File: config.mk
export PLATFORM = sky130hd
export DESIGN_NAME = ins_memory
export DESIGN_NICKNAME = d
export VERILOG_FILES = /design/src/rtl/ins_memory.sv
export SDC_FILE = /design/constraint.sdc
export NUM_CORES = 2
export LEC_CHECK = 0
export CAP_MARGIN = 20
export CORE_ASPECT_RATIO = 0.75
export CORE_MARGIN = 5
export CORE_UTILIZATION = 62
export DETAILED_ROUTE_END_ITERATION = 10
export MAX_ROUTING_LAYER = met4
export PLACE_DENSITY = 0.79
export SLEW_MARGIN = 40
export SYNTH_ARGS = -nofsm -noshare
export SYNTH_HDL_FRONTEND = slang
export SYNTH_SLANG_ARGS = --single-unit
File: constraint.sdc
create_clock -name CLK -period 4.49 [get_ports CLK]
set_clock_uncertainty 0.1 [all_clocks]
set_input_delay 0.449 -clock CLK [delete_from_list [all_inputs] [get_ports CLK]]
set_output_delay 0.449 -clock CLK [all_outputs]
set_load 0.1 [all_outputs]
File: src/rtl/ins_memory.sv
// Byte-addressed big-endian instruction memory.
// Combinational word read, clocked word write, async clear.
module ins_memory #(
  parameter int unsigned DEPTH_BYTES = 256,
  parameter int unsigned AW          = 8
) (
  input  logic        CLK,
  input  logic        Reset,
  input  logic [31:0] IAddr,
  input  logic [31:0] IDataIn,
  input  logic        RW,
  output logic [31:0] IDataOut
);

  logic [7:0]    mem_q [DEPTH_BYTES];
  logic          in_range;
  logic          we;
  logic [AW-1:0] b0;
  logic [AW-1:0] b1;
  logic [AW-1:0] b2;
  logic [AW-1:0] b3;
  logic          unused_low;

  // Byte-lane indices of the aligned word; low address bits are dropped.
  always_comb begin
    in_range = (IAddr[31:AW] == '0);
    we       = RW & in_range;
    b0       = {IAddr[AW-1:2], 2'b00};
    b1       = {IAddr[AW-1:2], 2'b01};
    b2       = {IAddr[AW-1:2], 2'b10};
    b3       = {IAddr[AW-1:2], 2'b11};
  end

  assign unused_low = ^IAddr[1:0];

  // Storage: cleared asynchronously, written a word at a time.
  always_ff @(posedge CLK or negedge Reset) begin
    if (!Reset) begin
      mem_q <= '{default: '0};
    end else if (we) begin
      mem_q[b0] <= IDataIn[31:24];
      mem_q[b1] <= IDataIn[23:16];
      mem_q[b2] <= IDataIn[15:8];
      mem_q[b3] <= IDataIn[7:0];
    end
  end

  // Big-endian word read; out-of-range addresses read as zero.
  always_comb begin
    IDataOut = '0;
    if (in_range) begin
      IDataOut = {mem_q[b0], mem_q[b1], mem_q[b2], mem_q[b3]};
    end
  end

endmodule

## After elaboration in Yosys (flattened, before gate mapping)

Cells that the tools add are included.

| word-level totals | value |
|---|---|
| bits in registers | 2048 |
| bits in latches | 0 |
| memory bits (writable) | 0 |
| bits in read-only memories | 0 |
| input port bits | 67 |
| output and inout port bits | 32 |
| memories kept | 0 |

| cells by class | value |
|---|---|
| add/subtract/negate cells | 0 |
| multiply operators | 0 |
| div/mod/pow operators | 0 |
| magnitude comparators | 8 |
| equality and inequality tests | 0 |
| shift operators | 0 |
| multiplexer cells | 25 |
| bitwise logic cells | 5 |
| reduce and logical (&&, ||, !) cells | 5 |

Operators by type and width:

| operator | number |
|---|---|
| $bwmux W2048 | 4 |
| $bmux W8 S8 | 4 |
| $demux W8 S8 | 4 |
| $mux W8 | 12 |
| $ge A9 B9 Y1 const B | 4 |
| $lt A9 B1 Y1 const B | 4 |
| $not A8 Y9 | 4 |
| $mux W32 | 1 |
| $logic_not A24 Y1 | 1 |
| $logic_and A1 B1 Y1 | 4 |
| $and A1 B1 Y1 | 1 |

## Longest topological paths before layout

| depth | value |
|---|---|
| depth in word-level cells | 9 |
| gate-level depth with buffers | 11 |
| gate-level depth less buffers | 6 |

## Worst setup path before layout

OpenSTA, ideal clock, no wires.

| timing path | value |
|---|---|
| kind | input -> output |
| start | in IAddr[2] |
| end | out IDataOut[21] |
| arrival time | 3.619 ns |
| data required time | 3.941 ns |
| slack | 0.322 ns |
| stages on the path | 10 |
| cells stage by stage | buf_2 -> buf_4 -> nor2_2 -> clkbuf_1 -> buf_2 -> a22oi_1 -> o221ai_1 -> o21ai_0 -> nor4b_1 -> a31oi_1 |

| on the way | value |
|---|---|
| longest elaborated chain between the ends | 5 |

Ends and longest elaborated chain:

| element | line | source |
|---|---|---|
| from (decl) | 9 | `input logic [31:0] IAddr,` |
| $not A8 Y9 (not written as such) | 52 | `IDataOut = {mem_q[b0], mem_q[b1], mem_q[b2], mem_q[b3]};` |
| $bmux W8 S8 | 52 |  |
| $mux W8 (not written as such) (2 in a row) | 52 |  |
| $mux W32 | 51 | `if (in_range) begin` |
| to (decl) | 12 | `output logic [31:0] IDataOut` |

Every way passes these cells. The select of a mux whose other input is x is not followed.

## Final worst setup path

| timing path | value |
|---|---|
| start | in IAddr[7] |
| end | out IDataOut[10] |

Same word-level chain as after synthesis.

==> results.md <==
- Max VDD drop: 0.000467 V
- Antenna Nets Post-Route: 0
- Mapped cell area: about 96000 um2
- First-pass GRT wire length: around 470000 um
- GR Overflow Total: 0
- DR vias: about 66000
- I/O pins: slightly below 100
- Worst r2r dst: mem_q[354]$_DFFE_PN0P_
- Post-synth top area share: 53.4%
- CTS sink count: just over 2000
- CTS Buf Count: around 190
- DIE AREA: 163000 um2
- Setup ws final: between 0.2 and 0.25 ns
- Top Registers: mem_q: 2048 flops
- Fin cells: ~9000
- Power per Cell Area: ~350 nW/um2
- DR WL/cell: about 35 um
- Worst path slowest cell: nor4b_2
- Port bufs: 96
- Layout cells sized above 1: 34.8%
- Post-synthesis register bit count: approximately 2000
- Critical path class: input port to output pin
- Post-CTS setup buffers: 0
- Final Hold Fails: 0
- Later-pin clock latency in the skew report: 0.86 ns
- Hold Path Class: input port to flop
- RR Startpoint: mem_q[354]$_DFFE_PN0P_
- Async set-reset flop share out of synthesis: 100%
- WL final: 318000 um
- Cell count after synthesis: between 6000 and 7000
- Critical path launch point: IAddr[7]
- WP data arrival: around 3.7 ns
- Slew headroom: 38.3%
- Max reg flops: 2048
- DR DRC count: 0
- Hold buffers post-CTS: 5
- GRT Total Usage: around two fifths
- Leakage dissipation: 52.0 nW
- Fill cells: 10092
- Seq/Total Area, Yosys: 53.4%
- Unrepaired setup endpoints after global routing: false
- Iter 0 DRT Violations: 9238
- Setup TNS: 0 ns
- Core footprint: ~150000 um2
- Post-DP Area: approximately 100000 um2
- Slew Viols, Final: 0
- Nets: about 6800
- Yosys warns: 0
- Initial Utilization: between 60% and 70%
- Crit-path max FO: 20
- Top_reg_cell synth: dfrtp_1
- Initial antenna violation count: 24
- Critical path required time: ~3.9 ns
- CTS tree: built
- Hold Path Origin: IDataIn[9]
- Largest net degree at the start of global routing: approximately 160
- Routability cong.: 0.919
- Fmax: about 230 MHz
- Worst Setup Start Kind: input port
- Final period util: 95.5%
- Vias in the first global route: 67551
- Area grow syn2layout: 11.0%
- H-tree levels: 4
- Root buffer cell: clkbuf_16
- Resize count post-CTS: 0
- # rows: between 100 and 150
- Worst Hold Slack: 0.183 ns
- Final instance area: approximately 110000 um2
- Status: finished clean
- Fin crit period: roughly 4.3 ns
- Footprint of the multi-input gates: between 40000 and 50000 um2
- Worst Setup End Kind: output pin
- Largest Register: mem_q
- Worst-Margin Slew: roughly 0.9 ns
- Vias per cell: 7.32
- FF-to-FF setup slack: approximately 3.6 ns
- Synth area leader: dfrtp_1
- Largest cells by area after synthesis: dfrtp_1 53%, mux2_2 12%, mux2_1 7.1%
- Clock-pin slew on the worst setup and hold paths: approximately 0.06 ns
- CP Capture Point: IDataOut[10]
- Avg Cell Area, Syn: between 10 and 15 um2
- Max Buffers Root-to-Sink: 3
- DP HPWL: ~190000 um
- Number of synthesized flops with an enable pin: 0
- Pre-CTS setup slack: 0.310 ns
- TritonRoute pass-1 iters: 8
- Crit path cell chain: clkdlybuf4s50_1 > buf_12 > nor2_1 > nand2_2 > buf_4 > o22ai_1 > o21ai_0 > nor4b_2 > a31oi_1 > buf_4 > buf_12
- Biggest cell delay along the critical path: 0.53 ns
- Max cap viols: 0
- Placed cells: around 8600
- Netlist cell types: roughly 70
- Setup-failing EPs final: 0
- Die W: roughly 460 um
- Synth Net Count: approximately 6900
- Reg2Reg Depth: 1
- Die H: 351 um
- Register area: 51200 um2
## worst min-delay path by stage
stage	cells past startpoint	endpoint	slack [ns]
after global placement	1	mem_q[1233]$_DFFE_PN0P_	0.23
after detailed placement	1	mem_q[1233]$_DFFE_PN0P_	0.23
final	2	mem_q[105]$_DFFE_PN0P_	0.18
after floorplan	0	mem_q[0]$_DFFE_PN0P_	0.05
after global routing	2	mem_q[73]$_DFFE_PN0P_	0.19
after CTS	2	mem_q[169]$_DFFE_PN0P_	0.13
## cells in the final DEF (no fill, tap or decap), types with 15 or more instances in the layout
| master | synthesis | layout |
|---|---|---|
| o32ai_1 | 15 | 15 |
| mux2_1 | 608 | 608 |
| mux2_2 | 1020 | 1020 |
| o31a_1 | 19 | 19 |
| clkdlybuf4s50_1 | 0 | 27 |
| buf_4 | 41 | 324 |
| diode_2 | 0 | 23 |
| nor3_1 | 27 | 26 |
| nor2_4 | 9 | 19 |
| mux2_4 | 440 | 440 |
| mux4_2 | 45 | 45 |
| nand2_1 | 70 | 69 |
| nor2_1 | 207 | 204 |
| clkbuf_8 | 0 | 52 |
| a22oi_1 | 286 | 286 |
| o22a_1 | 16 | 16 |
| mux2i_1 | 118 | 118 |
| a221oi_1 | 488 | 488 |
| buf_12 | 46 | 151 |
| o221ai_1 | 30 | 30 |
| a21oi_1 | 54 | 54 |
| o21ai_0 | 148 | 146 |
| a22o_1 | 42 | 42 |
| buf_2 | 93 | 18 |
| nor2_8 | 48 | 48 |
| clkinv_2 | 0 | 22 |
| dfrtp_1 | 2048 | 2048 |
| a221o_1 | 16 | 16 |
| clkbuf_16 | 0 | 192 |
| o22ai_1 | 111 | 110 |
| clkbuf_1 | 409 | 51 |
## per-layer routing
layer  track usage [%]  wire [um]  up-vias
li1                  -          -    25572
met1              52.3     119000    34206
met2              55.0     133000     4703
met3              14.9      46500     1198
met4              20.1      19400        0
met5                 -          0        -
## layout make-up
type | instances | share of cell area [%]
Antenna cell | 23 | 0.0540
Clock buffer | 294 | 5.35
Clock inverter | 46 | 0.569
Inverter | 5 | 0.0305
Multi-Input combinational cell | 3989 | 37.7
Sequential cell | 2048 | 48.1
Tap cell | 2032 | 2.39
Timing Repair Buffer | 538 | 5.80
## kinds of logic after synthesis
kind of cell / share of synthesized area (%)
simple gates: 3.06
mux: 28.3
compound gates: 10.4
flops: 53.4
buf+inv: 4.91
## stage by stage
step	total power, mW	utilization (%)
5_1_grt	38.3	69.0
3_5_place_dp	21.0	64.7
4_1_cts	37.3	68.9
6_report	37.4	69.0
2_1_floorplan	19.7	-
3_3_place_gp	21.0	64.7
## Yosys cell counts (48+ instances only)
cell type,instances
mux2_1,608
mux2i_1,118
buf_2,93
buf_1,73
mux2_4,440
a21oi_1,54
a22oi_1,286
clkbuf_1,409
mux2_2,1020
o21ai_0,148
o22ai_1,111
buf_6,105
dfrtp_1,2048
nand2_1,70
a221oi_1,488
nor2_8,48
nor2_1,207
## where the power goes
group,switching (mW),total (mW),internal [mW]
Combinational,1.80,2.33,0.537
Clock,7.35,16.7,9.31
Sequential,0.000000291,18.4,18.4
Total,9.14,37.4,28.3
## critical path: cells and delay by family
kind | cells | cell delay, ns
AND/OR/NAND/NOR | 3 | 1.13
AO/OA/AOI/OAI | 3 | 0.70
buffers and inverters | 5 | 1.41
(Power assumes the default switching activity.)
